`src/rtl/rv32i_pkg.sv`:
```
// RV32I decode constants: opcodes, ALU op encoding, op-type/exception bit indices
// and the field-level decode function shared by the decode register and regfile address path.
package rv32i_pkg;

  localparam logic [6:0] OPC_LUI     = 7'b0110111;
  localparam logic [6:0] OPC_AUIPC   = 7'b0010111;
  localparam logic [6:0] OPC_JAL     = 7'b1101111;
  localparam logic [6:0] OPC_JALR    = 7'b1100111;
  localparam logic [6:0] OPC_BRANCH  = 7'b1100011;
  localparam logic [6:0] OPC_LOAD    = 7'b0000011;
  localparam logic [6:0] OPC_STORE   = 7'b0100011;
  localparam logic [6:0] OPC_OPIMM   = 7'b0010011;
  localparam logic [6:0] OPC_OP      = 7'b0110011;
  localparam logic [6:0] OPC_MISCMEM = 7'b0001111;
  localparam logic [6:0] OPC_SYSTEM  = 7'b1110011;

  typedef enum logic [3:0] {
    ALU_ADD, ALU_SUB, ALU_SLT, ALU_SLTU, ALU_XOR, ALU_OR, ALU_AND,
    ALU_SLL, ALU_SRL, ALU_SRA, ALU_EQ, ALU_NEQ, ALU_GE, ALU_GEU
  } alu_op_t;

  localparam int NUM_OPT    = 11;
  localparam int OPT_LUI    = 0;
  localparam int OPT_AUIPC  = 1;
  localparam int OPT_JAL    = 2;
  localparam int OPT_JALR   = 3;
  localparam int OPT_BRANCH = 4;
  localparam int OPT_LOAD   = 5;
  localparam int OPT_STORE  = 6;
  localparam int OPT_ITYPE  = 7;
  localparam int OPT_RTYPE  = 8;
  localparam int OPT_FENCE  = 9;
  localparam int OPT_SYSTEM = 10;

  localparam int NUM_EXC     = 3;
  localparam int EXC_ILLEGAL = 0;
  localparam int EXC_ECALL   = 1;
  localparam int EXC_EBREAK  = 2;

  typedef logic [NUM_OPT-1:0] op_type_t;

  typedef struct packed {
    op_type_t           op_type;
    logic [4:0]         rs1;
    logic [4:0]         rs2;
    logic               rd_wr;
    logic [NUM_EXC-1:0] exc;
    alu_op_t            alu_op;
  } dec_t;

  // Shared by OP and OP-IMM; alt selects SUB (register form only) and SRA.
  function automatic alu_op_t arith_op(input logic [2:0] f3, input logic alt, input logic is_r);
    case (f3)
      3'b000:  return (alt && is_r) ? ALU_SUB : ALU_ADD;
      3'b001:  return ALU_SLL;
      3'b010:  return ALU_SLT;
      3'b011:  return ALU_SLTU;
      3'b100:  return ALU_XOR;
      3'b101:  return alt ? ALU_SRA : ALU_SRL;
      3'b110:  return ALU_OR;
      default: return ALU_AND;
    endcase
  endfunction

  function automatic alu_op_t branch_op(input logic [2:0] f3);
    case (f3)
      3'b000:  return ALU_EQ;
      3'b001:  return ALU_NEQ;
      3'b100:  return ALU_SLT;
      3'b101:  return ALU_GE;
      3'b110:  return ALU_SLTU;
      3'b111:  return ALU_GEU;
      default: return ALU_ADD;
    endcase
  endfunction

  function automatic dec_t rv32i_decode(input logic [31:0] inst);
    dec_t       d;
    logic [2:0] f3;
    logic [6:0] f7;
    logic       ill, use1, use2, wr;
    f3 = inst[14:12];
    f7 = inst[31:25];
    d = '0;
    ill = 1'b0; use1 = 1'b0; use2 = 1'b0; wr = 1'b0;
    // Opcodes all end in 2'b11, so a compressed encoding falls into default.
    case (inst[6:0])
      OPC_LUI:     begin d.op_type[OPT_LUI] = 1'b1; wr = 1'b1; end
      OPC_AUIPC:   begin d.op_type[OPT_AUIPC] = 1'b1; wr = 1'b1; end
      OPC_JAL:     begin d.op_type[OPT_JAL] = 1'b1; wr = 1'b1; end
      OPC_JALR:    begin d.op_type[OPT_JALR] = 1'b1; use1 = 1'b1; wr = 1'b1; ill = (f3 != 3'b000); end
      OPC_BRANCH:  begin
        d.op_type[OPT_BRANCH] = 1'b1; use1 = 1'b1; use2 = 1'b1;
        ill = (f3[2:1] == 2'b01);
        d.alu_op = branch_op(f3);
      end
      OPC_LOAD:    begin
        d.op_type[OPT_LOAD] = 1'b1; use1 = 1'b1; wr = 1'b1;
        ill = (f3 == 3'b011) || (f3[2:1] == 2'b11);
      end
      OPC_STORE:   begin d.op_type[OPT_STORE] = 1'b1; use1 = 1'b1; use2 = 1'b1; ill = (f3 >= 3'b011); end
      OPC_OPIMM:   begin
        d.op_type[OPT_ITYPE] = 1'b1; use1 = 1'b1; wr = 1'b1;
        ill = ((f3 == 3'b001) && (f7 != 7'b0)) ||
              ((f3 == 3'b101) && (f7 != 7'b0) && (f7 != 7'b0100000));
        d.alu_op = arith_op(f3, inst[30], 1'b0);
      end
      OPC_OP:      begin
        d.op_type[OPT_RTYPE] = 1'b1; use1 = 1'b1; use2 = 1'b1; wr = 1'b1;
        ill = !((f7 == 7'b0) || ((f7 == 7'b0100000) && ((f3 == 3'b000) || (f3 == 3'b101))));
        d.alu_op = arith_op(f3, inst[30], 1'b1);
      end
      OPC_MISCMEM: d.op_type[OPT_FENCE] = 1'b1;
      OPC_SYSTEM:  begin d.op_type[OPT_SYSTEM] = 1'b1; use1 = 1'b1; wr = (f3 != 3'b000); end
      default:     ill = 1'b1;
    endcase
    d.exc[EXC_ILLEGAL] = ill;
    d.exc[EXC_ECALL]   = (inst == 32'h0000_0073);
    d.exc[EXC_EBREAK]  = (inst == 32'h0010_0073);
    // Unused operands read as x0 so forwarding never sees a false dependency.
    d.rs1   = (use1 && !ill) ? inst[19:15] : 5'd0;
    d.rs2   = (use2 && !ill) ? inst[24:20] : 5'd0;
    d.rd_wr = wr && (inst[11:7] != 5'd0) && (d.exc == '0);
    return d;
  endfunction

endpackage

```
`src/rtl/decode_if.sv`:
```
// Fetch-to-decode and decode-to-execute signal bundle; decode sits on the slave side.
interface decode_if;
  logic [31:0] fetch_inst;
  logic [31:0] fetch_pc;
  logic        fetch_clk_en;
  logic        stall_execute;
  logic        flush_execute;
  logic        stall_decode;
  logic        flush_decode;
  logic [4:0]  regs_rs1_rd_addr;
  logic [4:0]  regs_rs2_rd_addr;
  logic        decode_clk_en;
  logic [31:0] decode_pc;
  logic [4:0]  decode_r_rs1;
  logic [4:0]  decode_r_rs2;
  logic [4:0]  decode_rd;
  logic        decode_rd_wr_en;
  logic [31:0] decode_imm;
  logic [2:0]  decode_funct3;
  logic [3:0]  decode_alu_op;
  logic [10:0] decode_op_type;
  logic [2:0]  decode_exception;

  modport master (
    output fetch_inst, fetch_pc, fetch_clk_en, stall_execute, flush_execute,
    input  stall_decode, flush_decode, regs_rs1_rd_addr, regs_rs2_rd_addr,
           decode_clk_en, decode_pc, decode_r_rs1, decode_r_rs2, decode_rd, decode_rd_wr_en,
           decode_imm, decode_funct3, decode_alu_op, decode_op_type, decode_exception
  );

  modport slave (
    input  fetch_inst, fetch_pc, fetch_clk_en, stall_execute, flush_execute,
    output stall_decode, flush_decode, regs_rs1_rd_addr, regs_rs2_rd_addr,
           decode_clk_en, decode_pc, decode_r_rs1, decode_r_rs2, decode_rd, decode_rd_wr_en,
           decode_imm, decode_funct3, decode_alu_op, decode_op_type, decode_exception
  );
endinterface

```
`src/rtl/decode_imm_gen.sv`:
```
// Immediate extraction selected by the decoded op type; everything sign-extends from inst[31].
module decode_imm_gen
  import rv32i_pkg::*;
(
  input  logic [31:0] inst,
  input  op_type_t    op_type,
  output logic [31:0] imm
);
  always_comb begin
    imm = '0;
    if (op_type[OPT_LUI] || op_type[OPT_AUIPC])
      imm = {inst[31:12], 12'b0};
    else if (op_type[OPT_JAL])
      imm = {{12{inst[31]}}, inst[19:12], inst[20], inst[30:21], 1'b0};
    else if (op_type[OPT_BRANCH])
      imm = {{20{inst[31]}}, inst[7], inst[30:25], inst[11:8], 1'b0};
    else if (op_type[OPT_STORE])
      imm = {{21{inst[31]}}, inst[30:25], inst[11:7]};
    else if (op_type[OPT_JALR] || op_type[OPT_LOAD] || op_type[OPT_ITYPE] ||
             op_type[OPT_FENCE] || op_type[OPT_SYSTEM])
      imm = {{21{inst[31]}}, inst[30:20]};
  end
endmodule

```
`src/rtl/decode.sv`:
```
// RV32I decode stage: pipeline register over the fetched instruction, stall/flush
// handshake toward fetch, and the synchronous register-file read addresses.
module decode
  import rv32i_pkg::*;
#(
  parameter logic [31:0] RESET_PC = 32'h0000_0000
) (
  input logic     clk,
  input logic     rst,
  decode_if.slave bus
);
  typedef struct packed {
    logic               clk_en;
    logic [31:0]        pc;
    logic [4:0]         rs1;
    logic [4:0]         rs2;
    logic [4:0]         rd;
    logic               rd_wr_en;
    logic [31:0]        imm;
    logic [2:0]         funct3;
    alu_op_t            alu_op;
    op_type_t           op_type;
    logic [NUM_EXC-1:0] exc;
  } state_t;

  localparam state_t ST_RST = '{clk_en: 1'b0, pc: RESET_PC, rs1: 5'd0, rs2: 5'd0, rd: 5'd0,
                                rd_wr_en: 1'b0, imm: 32'd0, funct3: 3'd0, alu_op: ALU_ADD,
                                op_type: '0, exc: '0};

  dec_t        fetch_dec;
  logic [31:0] fetch_imm;
  logic        stall;
  state_t      st_d, st_q;

  decode_imm_gen u_imm_gen (
    .inst    (bus.fetch_inst),
    .op_type (fetch_dec.op_type),
    .imm     (fetch_imm)
  );

  assign stall = st_q.clk_en && bus.stall_execute && !bus.flush_execute;

  always_comb begin
    fetch_dec = rv32i_decode(bus.fetch_inst);
  end

  always_comb begin
    st_d = st_q;
    if (bus.flush_execute) begin
      st_d.clk_en   = 1'b0;
      st_d.rd_wr_en = 1'b0;
      st_d.exc      = '0;
    end else if (!stall) begin
      // A bubble still loads the fields but must not write or trap.
      st_d.clk_en   = bus.fetch_clk_en;
      st_d.pc       = bus.fetch_pc;
      st_d.rs1      = fetch_dec.rs1;
      st_d.rs2      = fetch_dec.rs2;
      st_d.rd       = bus.fetch_inst[11:7];
      st_d.rd_wr_en = bus.fetch_clk_en && fetch_dec.rd_wr;
      st_d.imm      = fetch_imm;
      st_d.funct3   = bus.fetch_inst[14:12];
      st_d.alu_op   = fetch_dec.alu_op;
      st_d.op_type  = fetch_dec.op_type;
      st_d.exc      = bus.fetch_clk_en ? fetch_dec.exc : '0;
    end
  end

  always_ff @(posedge clk) begin
    if (rst) st_q <= ST_RST;
    else     st_q <= st_d;
  end

  // While held, re-read the held operands so a writeback landing now is picked up.
  assign bus.regs_rs1_rd_addr = stall ? st_q.rs1 : fetch_dec.rs1;
  assign bus.regs_rs2_rd_addr = stall ? st_q.rs2 : fetch_dec.rs2;

  assign bus.stall_decode     = stall;
  assign bus.flush_decode     = bus.flush_execute;
  assign bus.decode_clk_en    = st_q.clk_en;
  assign bus.decode_pc        = st_q.pc;
  assign bus.decode_r_rs1     = st_q.rs1;
  assign bus.decode_r_rs2     = st_q.rs2;
  assign bus.decode_rd        = st_q.rd;
  assign bus.decode_rd_wr_en  = st_q.rd_wr_en;
  assign bus.decode_imm       = st_q.imm;
  assign bus.decode_funct3    = st_q.funct3;
  assign bus.decode_alu_op    = st_q.alu_op;
  assign bus.decode_op_type   = st_q.op_type;
  assign bus.decode_exception = st_q.exc;
endmodule

```
`src/flat_wrapper.sv`:
```
// flat-port wrapper written by rule: the top's interface ports become plain ports
module decode_flat import rv32i_pkg::*;
#(
  parameter logic [31:0] RESET_PC = 32'h0000_0000
)
  (clk, rst, bus_fetch_inst, bus_fetch_pc, bus_fetch_clk_en, bus_stall_execute, bus_flush_execute, bus_stall_decode, bus_flush_decode, bus_regs_rs1_rd_addr, bus_regs_rs2_rd_addr, bus_decode_clk_en, bus_decode_pc, bus_decode_r_rs1, bus_decode_r_rs2, bus_decode_rd, bus_decode_rd_wr_en, bus_decode_imm, bus_decode_funct3, bus_decode_alu_op, bus_decode_op_type, bus_decode_exception);
  decode_if bus_i ();
  input logic clk;
  input logic rst;
  input wire logic [$bits(bus_i.fetch_inst)-1:0] bus_fetch_inst;
  input wire logic [$bits(bus_i.fetch_pc)-1:0] bus_fetch_pc;
  input wire logic [$bits(bus_i.fetch_clk_en)-1:0] bus_fetch_clk_en;
  input wire logic [$bits(bus_i.stall_execute)-1:0] bus_stall_execute;
  input wire logic [$bits(bus_i.flush_execute)-1:0] bus_flush_execute;
  output wire logic [$bits(bus_i.stall_decode)-1:0] bus_stall_decode;
  output wire logic [$bits(bus_i.flush_decode)-1:0] bus_flush_decode;
  output wire logic [$bits(bus_i.regs_rs1_rd_addr)-1:0] bus_regs_rs1_rd_addr;
  output wire logic [$bits(bus_i.regs_rs2_rd_addr)-1:0] bus_regs_rs2_rd_addr;
  output wire logic [$bits(bus_i.decode_clk_en)-1:0] bus_decode_clk_en;
  output wire logic [$bits(bus_i.decode_pc)-1:0] bus_decode_pc;
  output wire logic [$bits(bus_i.decode_r_rs1)-1:0] bus_decode_r_rs1;
  output wire logic [$bits(bus_i.decode_r_rs2)-1:0] bus_decode_r_rs2;
  output wire logic [$bits(bus_i.decode_rd)-1:0] bus_decode_rd;
  output wire logic [$bits(bus_i.decode_rd_wr_en)-1:0] bus_decode_rd_wr_en;
  output wire logic [$bits(bus_i.decode_imm)-1:0] bus_decode_imm;
  output wire logic [$bits(bus_i.decode_funct3)-1:0] bus_decode_funct3;
  output wire logic [$bits(bus_i.decode_alu_op)-1:0] bus_decode_alu_op;
  output wire logic [$bits(bus_i.decode_op_type)-1:0] bus_decode_op_type;
  output wire logic [$bits(bus_i.decode_exception)-1:0] bus_decode_exception;
  assign bus_i.fetch_inst = bus_fetch_inst;
  assign bus_i.fetch_pc = bus_fetch_pc;
  assign bus_i.fetch_clk_en = bus_fetch_clk_en;
  assign bus_i.stall_execute = bus_stall_execute;
  assign bus_i.flush_execute = bus_flush_execute;
  assign bus_stall_decode = bus_i.stall_decode;
  assign bus_flush_decode = bus_i.flush_decode;
  assign bus_regs_rs1_rd_addr = bus_i.regs_rs1_rd_addr;
  assign bus_regs_rs2_rd_addr = bus_i.regs_rs2_rd_addr;
  assign bus_decode_clk_en = bus_i.decode_clk_en;
  assign bus_decode_pc = bus_i.decode_pc;
  assign bus_decode_r_rs1 = bus_i.decode_r_rs1;
  assign bus_decode_r_rs2 = bus_i.decode_r_rs2;
  assign bus_decode_rd = bus_i.decode_rd;
  assign bus_decode_rd_wr_en = bus_i.decode_rd_wr_en;
  assign bus_decode_imm = bus_i.decode_imm;
  assign bus_decode_funct3 = bus_i.decode_funct3;
  assign bus_decode_alu_op = bus_i.decode_alu_op;
  assign bus_decode_op_type = bus_i.decode_op_type;
  assign bus_decode_exception = bus_i.decode_exception;
  decode #(.RESET_PC(RESET_PC)) u_core (.clk(clk), .rst(rst), .bus(bus_i));
endmodule
```
`config.mk`:
```
export PLATFORM = sky130hd
export DESIGN_NAME = decode_flat
export DESIGN_NICKNAME = d
export VERILOG_FILES = /design/src/rtl/rv32i_pkg.sv /design/src/rtl/decode_if.sv /design/src/rtl/decode_imm_gen.sv /design/src/rtl/decode.sv /design/src/flat_wrapper.sv
export SDC_FILE = /design/constraint.sdc
export NUM_CORES = 1
export LEC_CHECK = 0
export ABC_AREA = 0
export CELL_PAD_IN_SITES_DETAIL_PLACEMENT = 1
export CELL_PAD_IN_SITES_GLOBAL_PLACEMENT = 1
export CORE_ASPECT_RATIO = 2
export CORE_MARGIN = 2
export CORE_UTILIZATION = 30
export CTS_CLUSTER_SIZE = 14
export DETAILED_ROUTE_END_ITERATION = 7
export PLACE_DENSITY = 0.79
export SYNTH_ARGS = -nofsm -noshare
export SYNTH_HDL_FRONTEND = slang
export SYNTH_SLANG_ARGS = --single-unit
```
`constraint.sdc`:
```
create_clock -name clk -period 2 [get_ports clk]
set_input_delay 0.3 -clock clk [delete_from_list [all_inputs] [get_ports clk]]
set_output_delay 0.3 -clock clk [all_outputs]
set_load 0.01 [all_outputs]
```
# == Word level (Yosys, flattened, before mapping) ==
# Cells that the tools add are included.
# classes
n_addsub,0
mul,0
div_mod_pow,0
n_lt_le_gt_ge,1
eq_ne,24
shift,0
mux,31
bitwise_logic,2
reduce_logical,35
# op_table
op,count
$mux 32,5
$pmux 4 s7,2
$eq 32x21->1 const B,1
$eq 32x7->1 const B,1
$eq 7x6->1 const B,4
$eq 7x7->1 const B,4
$pmux 4 s6,1
$mux 5,4
$mux 1,15
$eq 7x5->1 const B,2
$reduce_or 7->1,2
$eq 3x3->1 const B,4
$pmux 4 s3,1
$logic_and 1x1->1,11
$logic_or 1x1->1,9
$eq 7x2->1 const B,1
$eq 7x4->1 const B,1
$logic_not 7->1,1
$ne 7x6->1 const B,1
$pmux 1 s7,1
$reduce_bool 7->1,1
$eq 3x2->1 const B,2
$logic_not 3->1,2
$reduce_bool 5->1,1
13 further kinds,16
# totals
register_bits,102
latch_bits,0
ramBits,0
rom_bits,0
input_bits,69
out_inout_bits,114
wordCells,104
memories,0

# == Depth between registers and ports, before layout ==
# Gate-level depths: netlist (run 1).
# depth
depth_word,11
ltp_mapped,8
ltp_nobuf,5

# == Hierarchy ==
# From an unflattened synthesis (run 1), not the netlist that was laid out.
# hier_totals
cells_unflattened,628
area_unflattened_um2,4738.3
# by_module_without_submodules
mod,instances,cells_each,area_each_um2
decode,1,557,4262.8
decode_imm_gen,1,71,475.5

# == Worst setup path after synthesis (run 1) ==
# Ideal clock, no wire load.
# synth_timing
path_kind,input to output
start,in bus_fetch_inst[2]
end,out bus_regs_rs1_rd_addr[0]
arrival_ns,1.731
required_time_ns,1.700
path_slack_ns,-0.031
path_stages,7
path_buffers,2
path_cell_list,buf_2 nand4bb_1 buf_2 a311oi_1 o211a_2 o2111ai_4 o21ai_1
# synth_via
elab_chain_len,7
elab_cells_between_ends,19
# synth_lines
item,line_no,source
"start, declared",flat_wrapper.sv:10,input wire logic [$bits(bus_i.fetch_inst)-1:0] bus_fetch_inst;
"$eq 7x6->1, or another cell as far along",rv32i_pkg.sv:87,case (inst[6:0])
$reduce_or 5->1 (no line),n/a,
$pmux 1 s7,rv32i_pkg.sv:87,
$logic_not 1->1,rv32i_pkg.sv:121,d.rs1 = (use1 && !ill) ? inst[19:15] : 5'd0;
$logic_and 1x1->1 (*),rv32i_pkg.sv:121,
$mux 5 (*),rv32i_pkg.sv:121,
$mux 5 (*),decode.sv:75,assign bus.regs_rs1_rd_addr = stall ? st_q.rs1 : fetch_dec.rs1;
"end, declared",flat_wrapper.sv:17,output wire logic [$bits(bus_i.regs_rs1_rd_addr)-1:0] bus_regs_rs1_rd_addr;
# Every way passes the cells marked *; elsewhere a longest branch is shown, timed or not.

# == Worst setup path in the final report (run 1) ==
# layout_timing
start,in bus_fetch_inst[28]
end,out bus_regs_rs1_rd_addr[2]
# layout_via
elab_chain_len,9
elab_cells_between_ends,16
# layout_lines
item,line_no
$eq 7x6->1 / $reduce_bool 7->1 (equally long branches),"rv32i_pkg.sv:110, rv32i_pkg.sv:104, rv32i_pkg.sv:105"
"$logic_and 1x1->1, on equally long branches","rv32i_pkg.sv:110, rv32i_pkg.sv:105"
$logic_or 1x1->1 / $logic_and 1x1->1 (equally long branches),"rv32i_pkg.sv:110, rv32i_pkg.sv:105"
$logic_not 1->1 / $logic_or 1x1->1 (equally long branches),"rv32i_pkg.sv:110, rv32i_pkg.sv:104"
$pmux 1 s7 (*),rv32i_pkg.sv:87
$logic_not 1->1 (*),rv32i_pkg.sv:121
$logic_and 1x1->1 (*),rv32i_pkg.sv:121
$mux 5 (*),rv32i_pkg.sv:121
$mux 5 (*),decode.sv:75
# Marks and branches as above.

==> results.py, run 1 <==
metrics = {
    "global_routing": {
        "grt_start_max_net_pins": 41,
        "grt_pass1_vias": 5881,
        "track_usage_pct": 24.4,
        "antenna_found_initial": 1,
        "grt_pass1_wl_um": 30900,
        "grt_overflow": 0,
    },
    "logic_synthesis": {
        "synth.avg_cell_area_um2": 7.62,
        "ys_top_cells_by_area": "sky130_fd_sc_hd__dfxtp_1 (45%), sky130_fd_sc_hd__nand2_1 (13%), sky130_fd_sc_hd__a21oi_1 (9.0%), sky130_fd_sc_hd__clkbuf_1 (2.9%), sky130_fd_sc_hd__nor2_1 (2.9%)",
        "synth.largest_area_cell": "sky130_fd_sc_hd__dfxtp_1",
        "post-synth-top-area-fraction_pct": 44.7,
        "yosys.cell_types.count": 56,
        "asyncSetResetFlopFracSynth_pct": 0,
        "synth-edff-count": 0,
        "ys_seq_area_share_pct": 44.7,
        "ys_ff_latch": 102,
        "synthCells": 600,
        "yosysWarningCount": 0,
        "mappedNetlistArea_mm2": 0.00457,
        "dominantRegCellSynth": "sky130_fd_sc_hd__dfxtp_1",
        "synth.net_count": 669,
    },
    "setup_path": {
        "timing_worst_setup_path_type": "in -> out",
        "worst_setup_path_start_kind": "input pin",
        "cp.depth": 10,
        "worst_path_dominant_cell_family": "buffers and inverters",
        "timing.critical_path.arrival_ps": 1930,
        "crit-reg2reg-launch": "u_core.bus.decode_clk_en",
        "r2r_slack_ps": 460,
        "crit_path_top_delay_cell": "sky130_fd_sc_hd__nor4_4",
        "critPathMaxStageDelay_ps": 260,
        "timing.critical_path.from": "bus_fetch_inst[28]",
        "worstPathRequired_ps": 1700,
        "worstSetupEndpointType": "output port",
        "timing.critical_path.fanout_max": 5,
        "timing.critical_path.to": "bus_regs_rs1_rd_addr[2]",
        "critical_path_buf_inv_count": 5,
        "critical-path-top-cell-by-count": "sky130_fd_sc_hd__buf_4",
        "reg2reg_to": "u_core.bus.decode_exception[2]",
        "timing.critical_path.cells": "buf_8 -> nor4_4 -> buf_4 -> a31oi_1 -> o22ai_1 -> buf_4 -> o2111ai_4 -> buf_6 -> o21ai_2 -> buf_2",
        "timing.reg2reg.worst_path_depth": 7,
    },
    "pwr": {
        "leakage_nw": 2.93,
        "totalPowerFinal_w": 0.00490,
        "vdd_ir_drop_max_mv": 0.489,
        "power_density_mw_per_mm2": 640,
    },
    "die": {
        "ios": 183,
        "die-height_um": 179,
        "floorplan.die.width_um": 91.3,
        "floorplan.die_area_mm2": 0.0163,
        "fp.coreArea_mm2": 0.0149,
        "start_util_pct": 30.7,
        "std_cell_rows": 63,
    },
    "clock_tree": {
        "clock_sink_count": 102,
        "cts_hold_buf": 0,
        "clockRootBuffer": "sky130_fd_sc_hd__clkbuf_16",
        "cts_tree": "done",
        "clk_latency_ps": 350,
        "cts-buffers-inserted": 9,
        "path_clk_slew_ps": 70,
        "cts.path.max_buffers": 2,
        "htree_levels": 3,
    },
    "flow_run": {
        "max_cap_violations": 0,
    },
    "placed_design": {
        "gp_routability_congestion": 0.930,
        "detailed_place_hpwl_um": 15600,
        "placed_cell_area_mm2": 0.00722,
        "port_buffers": 182,
    },
    "timing": {
        "max_slew_margin_pct": 49.4,
        "timing_max_transition_violations_final": 0,
        "rsz0062_at_grt": "true",
        "fin_hold_ws_ps": 316,
        "finalHoldViolations": 0,
        "skew_ps": 8.54,
        "layout_worst_path_cycle_share_pct": 111,
        "tightestPinTransition_ps": 756,
        "finalWorstPathRequiredPeriod_ps": 2230,
        "setup_ws_ps": -229,
        "fmaxAchievable_ghz": 0.449,
        "final-setup-viol-count": 10,
    },
    "cells_and_area": {
        "layout.cells.most_common_list": "sky130_fd_sc_hd__nand2_1 (153), sky130_fd_sc_hd__clkdlybuf4s50_1 (153), sky130_fd_sc_hd__dfxtp_1 (102)",
        "multiInputGateArea_mm2": 0.00243,
        "seq_area_mm2": 0.00204,
        "fillCellCount": 1788,
        "drive_above_1_share_pct": 19.7,
        "layout.nets": 913,
        "area.growth.synth_to_final_pct": 67.3,
        "final_area_mm2": 0.00765,
    },
    "routing": {
        "via_per_inst": 5.18,
        "remaining_drc_errors": 0,
        "drt_pass1_iterations": 5,
        "drtIter0Drc": 213,
        "route.antenna.remaining_nets": 0,
        "routed_wl_um": 19800,
        "vias": 5403,
        "wl_per_cell_um": 19.0,
    },
    "outcome": {
        "outcome": "finished, violations left",
        "violations": "setup timing",
    },
    "worst_hold_path": {
        "holdCritPathClass": "in -> reg",
    },
}
## power by group
group / internal (W) / switching [W]
registers: 0.00210 / 0.0000373
logic: 0.000439 / 0.000438
clock network: 0.00109 / 0.000794
total: 0.00363 / 0.00127
## worst min-delay path by stage
stage / startpoint / end / slack, ps / depth (start not counted)
6_report: rst / u_core.bus.decode_op_type[7] / 320 / 2
5_1_grt: rst / u_core.bus.decode_op_type[0] / 340 / 2
3_3_place_gp: u_core.bus.decode_imm[5] / u_core.bus.decode_imm[5] / 440 / 2
2_1_floorplan: bus_flush_execute / u_core.bus.decode_clk_en / 380 / 1
3_5_place_dp: u_core.bus.decode_pc[13] / u_core.bus.decode_pc[13] / 450 / 2
4_1_cts: rst / u_core.bus.decode_op_type[7] / 320 / 2
## metrics by stage
| stage | setup slack, ps | setup TNS [ps] | utilization, % | std cells |
|---|---|---|---|---|
| after floorplan | 31.1 | 0 | - | 600 |
| after global placement | -987 | -22340 | 48.5 | 1018 |
| after detailed placement | -1030 | -25510 | 48.5 | 1018 |
| after CTS | -224 | -1900 | 51.2 | 1042 |
| after global routing | -325 | -2990 | 51.3 | 1043 |
| final | -229 | -1970 | 51.3 | 1043 |
## cells in the mapped netlist, types with 2 or more instances
| library cell | instances |
|---|---|
| sky130_fd_sc_hd__nand2_1 | 153 |
| sky130_fd_sc_hd__dfxtp_1 | 102 |
| sky130_fd_sc_hd__a21oi_1 | 82 |
| sky130_fd_sc_hd__clkbuf_1 | 35 |
| sky130_fd_sc_hd__nor2_1 | 35 |
| sky130_fd_sc_hd__o21ai_0 | 20 |
| sky130_fd_sc_hd__o21ai_1 | 20 |
| sky130_fd_sc_hd__nor3_1 | 15 |
| sky130_fd_sc_hd__nand3_1 | 14 |
| sky130_fd_sc_hd__and3_1 | 13 |
| sky130_fd_sc_hd__a211oi_1 | 10 |
| sky130_fd_sc_hd__buf_2 | 10 |
| sky130_fd_sc_hd__nor4_1 | 7 |
| sky130_fd_sc_hd__nand2b_1 | 6 |
| sky130_fd_sc_hd__nand4_1 | 5 |
| sky130_fd_sc_hd__a222oi_1 | 4 |
| sky130_fd_sc_hd__a22oi_1 | 4 |
| sky130_fd_sc_hd__a31oi_1 | 4 |
| sky130_fd_sc_hd__a311oi_1 | 3 |
| sky130_fd_sc_hd__buf_1 | 3 |
| sky130_fd_sc_hd__inv_1 | 3 |
| sky130_fd_sc_hd__nor2b_1 | 3 |
| sky130_fd_sc_hd__o211ai_1 | 3 |
| sky130_fd_sc_hd__o22ai_1 | 3 |
| sky130_fd_sc_hd__or4_1 | 3 |
| sky130_fd_sc_hd__and2_1 | 2 |
| sky130_fd_sc_hd__mux2i_1 | 2 |
| sky130_fd_sc_hd__nand3b_1 | 2 |
| sky130_fd_sc_hd__nand4b_1 | 2 |
| sky130_fd_sc_hd__o2111ai_4 | 2 |
| sky130_fd_sc_hd__o311a_1 | 2 |
| sky130_fd_sc_hd__or2_2 | 2 |
| sky130_fd_sc_hd__or3_1 | 2 |
| sky130_fd_sc_hd__xor2_1 | 2 |
## layer usage
layer / wire length, um / GRT usage (%) / vias to the layer above
li1: - / - / 2582
met1: 6790 / 23.0 / 2608
met2: 10900 / 47.5 / 163
met3: 1040 / 5.32 / 50
met4: 1110 / 13.9 / 0
met5: 0 / 0 / -
## final cells by class
cell class	count	area share [%]
Multi-Input combinational cell	446	31.8
Timing Repair Buffer	282	34.1
Tap cell	195	3.19
Clock buffer	9	2.95
Inverter	3	0.147
Clock inverter	5	1.10
Antenna cell	1	0.0327
Sequential cell	102	26.7
## state kept, by name, indices dropped and copies added (netlist names)
| register | count |
|---|---|
| u_core.bus.decode_funct3 | 3 |
| u_core.bus.decode_clk_en | 1 |
| u_core.bus.decode_r_rs1 | 5 |
| u_core.bus.decode_exception | 3 |
| u_core.bus.decode_rd_wr_en | 1 |
| u_core.bus.decode_imm | 32 |
| u_core.bus.decode_rd | 5 |
| u_core.bus.decode_pc | 32 |
| u_core.bus.decode_op_type | 11 |
| u_core.bus.decode_alu_op | 4 |
| u_core.bus.decode_r_rs2 | 5 |
## kinds of logic after synthesis
family | count (synthesis) | synth area share, %
xor+xnor | 2 | 0.383
flops | 102 | 44.7
simple gates | 271 | 26.7
mux | 3 | 0.684
buf+inv | 52 | 4.63
fa+ha+maj | 1 | 0.219
compound gates | 169 | 22.7
## timing repair
action / in CTS / in global routing
setup endpoints to repair: 25 / 14
pin swaps: 17 / 6
resized for setup: 119 / 5
gates cloned: 0 / 0
endpoints found under the hold margin: 0 / 0
setup buffers: 10 / 0
No activity file was read; power rests on OpenSTA's default activity.
==> run 2: changes to the inputs <==
--- a/config.mk
+++ b/config.mk
@@ -8,12 +8,14 @@
 export ABC_AREA = 0
 export CELL_PAD_IN_SITES_DETAIL_PLACEMENT = 1
 export CELL_PAD_IN_SITES_GLOBAL_PLACEMENT = 1
-export CORE_ASPECT_RATIO = 2
+export CORE_ASPECT_RATIO = 0.8
 export CORE_MARGIN = 2
 export CORE_UTILIZATION = 30
 export CTS_CLUSTER_SIZE = 14
 export DETAILED_ROUTE_END_ITERATION = 7
 export PLACE_DENSITY = 0.79
+export SKIP_CTS_REPAIR_TIMING = 1
+export SLEW_MARGIN = 0
 export SYNTH_ARGS = -nofsm -noshare
 export SYNTH_HDL_FRONTEND = slang
 export SYNTH_SLANG_ARGS = --single-unit
==> run 2 against run 1 <==
Against the previous run: the flow still finishes with violations (setup timing); total power fell by 2.0%; design area increased by 1.4%; maximum frequency is 7.0% lower; global-route usage down 1.2 points; largest power group unchanged; sequential cell count unchanged.
==> results.py, run 2 (synthesis results as in run 1) <==
metrics = {
    "clock_tree": {
        "clock_sink_count": 102,
        "path_clk_slew_ps": 70,
        "cts.path.max_buffers": 2,
        "cts_tree": "done",
        "htree_levels": 3,
        "clk_latency_ps": 350,
        "cts-buffers-inserted": 9,
        "clockRootBuffer": "sky130_fd_sc_hd__clkbuf_16",
    },
    "timing": {
        "setup_ws_ps": -398,
        "fmaxAchievable_ghz": 0.417,
        "tightestPinTransition_ps": 752,
        "final-setup-viol-count": 10,
        "rsz0062_at_grt": "true",
        "fin_hold_ws_ps": 331,
        "finalWorstPathRequiredPeriod_ps": 2400,
        "skew_ps": 8.19,
        "finalHoldViolations": 0,
        "timing_max_transition_violations_final": 0,
        "layout_worst_path_cycle_share_pct": 120,
        "max_slew_margin_pct": 49.7,
    },
    "cells_and_area": {
        "drive_above_1_share_pct": 19.4,
        "final_area_mm2": 0.00775,
        "area.growth.synth_to_final_pct": 69.6,
        "finish.utilization_pct": 51.8,
        "layout.nets": 921,
        "layout.cells.most_common_list": "sky130_fd_sc_hd__nand2_1 (153), sky130_fd_sc_hd__clkdlybuf4s50_1 (153), sky130_fd_sc_hd__dfxtp_1 (102)",
    },
    "setup_path": {
        "worst_setup_path_start_kind": "input pin",
        "timing.critical_path.fanout_max": 4,
        "worstSetupEndpointType": "output port",
        "timing_worst_setup_path_type": "in -> out",
        "timing.critical_path.arrival_ps": 2100,
        "worstPathRequired_ps": 1700,
    },
    "die": {
        "ios": 183,
        "start_util_pct": 30.5,
        "std_cell_rows": 40,
        "floorplan.die.width_um": 142,
        "fp.coreArea_mm2": 0.0150,
        "floorplan.die_area_mm2": 0.0162,
        "die-height_um": 114,
    },
    "global_routing": {
        "track_usage_pct": 23.2,
        "antenna_found_initial": 0,
        "grt_overflow": 0,
        "grt_pass1_wl_um": 29400,
        "grt_start_max_net_pins": 64,
        "grt_pass1_vias": 5525,
    },
    "routing": {
        "wl_per_cell_um": 18.9,
        "remaining_drc_errors": 0,
        "drt_pass1_iterations": 5,
        "drtIter0Drc": 319,
        "route.antenna.remaining_nets": 0,
        "routed_wl_um": 19800,
        "vias": 5447,
        "via_per_inst": 5.20,
    },
    "outcome": {
        "violations": "setup timing",
        "outcome": "finished, violations left",
    },
    "pwr": {
        "power_frac_comb_pct": 18.4,
        "internal-power_w": 0.00347,
        "sw_ratio_pct": 27.6,
        "leakage_nw": 3.10,
        "share_seq_of_total_power_pct": 44.5,
        "total_switching_power_w": 0.00132,
        "power_density_mw_per_mm2": 619,
        "clock_power_share_pct": 37.1,
        "vdd_ir_drop_max_mv": 0.358,
    },
    "placed_design": {
        "port_buffers": 182,
        "detailed_place_hpwl_um": 14400,
        "dpl_worst_slack_ps": -1110,
        "gp_routability_congestion": 0.815,
        "placed_cell_area_mm2": 0.00724,
    },
    "worst_hold_path": {
        "holdCritPathClass": "in -> reg",
    },
    "flow_run": {
        "max_cap_violations": 0,
    },
}
-- run 2: cell count changes in the layout (fill, tap and decap cells not counted), sizes merged, moves of 2 or more --
cell,delta
dlymetal6s2s,+15
dlygate4sd2,-5
clkbuf,+4
clkdlybuf4s15,-4
inv,+3
bufinv,-2
-- run 2: layout make-up --
cell class / count / area (um^2)
fillers: 1789 / 7210
repair buffers: 289 / 2710
multi-input cells: 447 / 2450
flip-flops and latches: 102 / 2040
clock buffers: 11 / 253
well taps: 189 / 236
clock inverters: 5 / 45.0
inverters: 3 / 11.3
diodes: 1 / 2.50
-- run 2: path summary, 6_finish.rpt --
path	startpoint	to	slack [ps]	cells after the start
setup reg to reg	u_core.bus.decode_clk_en	u_core.bus.decode_imm[29]	430	6
setup / recovery	bus_fetch_inst[28]	bus_regs_rs1_rd_addr[0]	-400	11
hold / removal	bus_fetch_inst[26]	u_core.bus.decode_imm[6]	330	4
hold reg to reg	u_core.bus.decode_pc[14]	u_core.bus.decode_pc[14]	460	2
-- run 2: per-stage QoR --
| step | power (W) | setup TNS, ps | instances |
|---|---|---|---|
| 2_1_floorplan | 0.00250 | 0 | 600 |
| 4_1_cts | 0.00480 | -14150 | 1031 |
| 3_3_place_gp | 0.00300 | -24220 | 1015 |
| 6_report | 0.00480 | -3220 | 1047 |
| 3_5_place_dp | 0.00303 | -28330 | 1015 |
| 5_1_grt | 0.00499 | -3860 | 1046 |
-- run 2: critical path, cell delays in order --
cell                        delay (ps)
sky130_fd_sc_hd__buf_8             100
sky130_fd_sc_hd__nor4_4            290
sky130_fd_sc_hd__buf_4             200
sky130_fd_sc_hd__a31oi_4            90
sky130_fd_sc_hd__o22ai_2           200
sky130_fd_sc_hd__buf_4             150
sky130_fd_sc_hd__o2111ai_4         200
sky130_fd_sc_hd__buf_6             190
sky130_fd_sc_hd__buf_6             100
sky130_fd_sc_hd__o21ai_2           120
sky130_fd_sc_hd__buf_2             140
-- run 2: power groups by stage --
stage	logic, W	registers (W)	clock network (W)
floorplan	0.000285	0.00221	0
global placement	0.000822	0.00218	0
detailed placement	0.000847	0.00218	0
CTS	0.000854	0.00214	0.00181
global route	0.000946	0.00215	0.00190
finish	0.000883	0.00214	0.00178
-- run 2: metal layers --
layer / track usage [%] / share of wire [%] / up-vias
li1: - / - / 2606
met1: 28.5 / 44 / 2661
met2: 40.2 / 50 / 153
met3: 4.89 / 4.5 / 27
met4: 8.33 / 2.0 / 0
met5: 0 / 0 / -
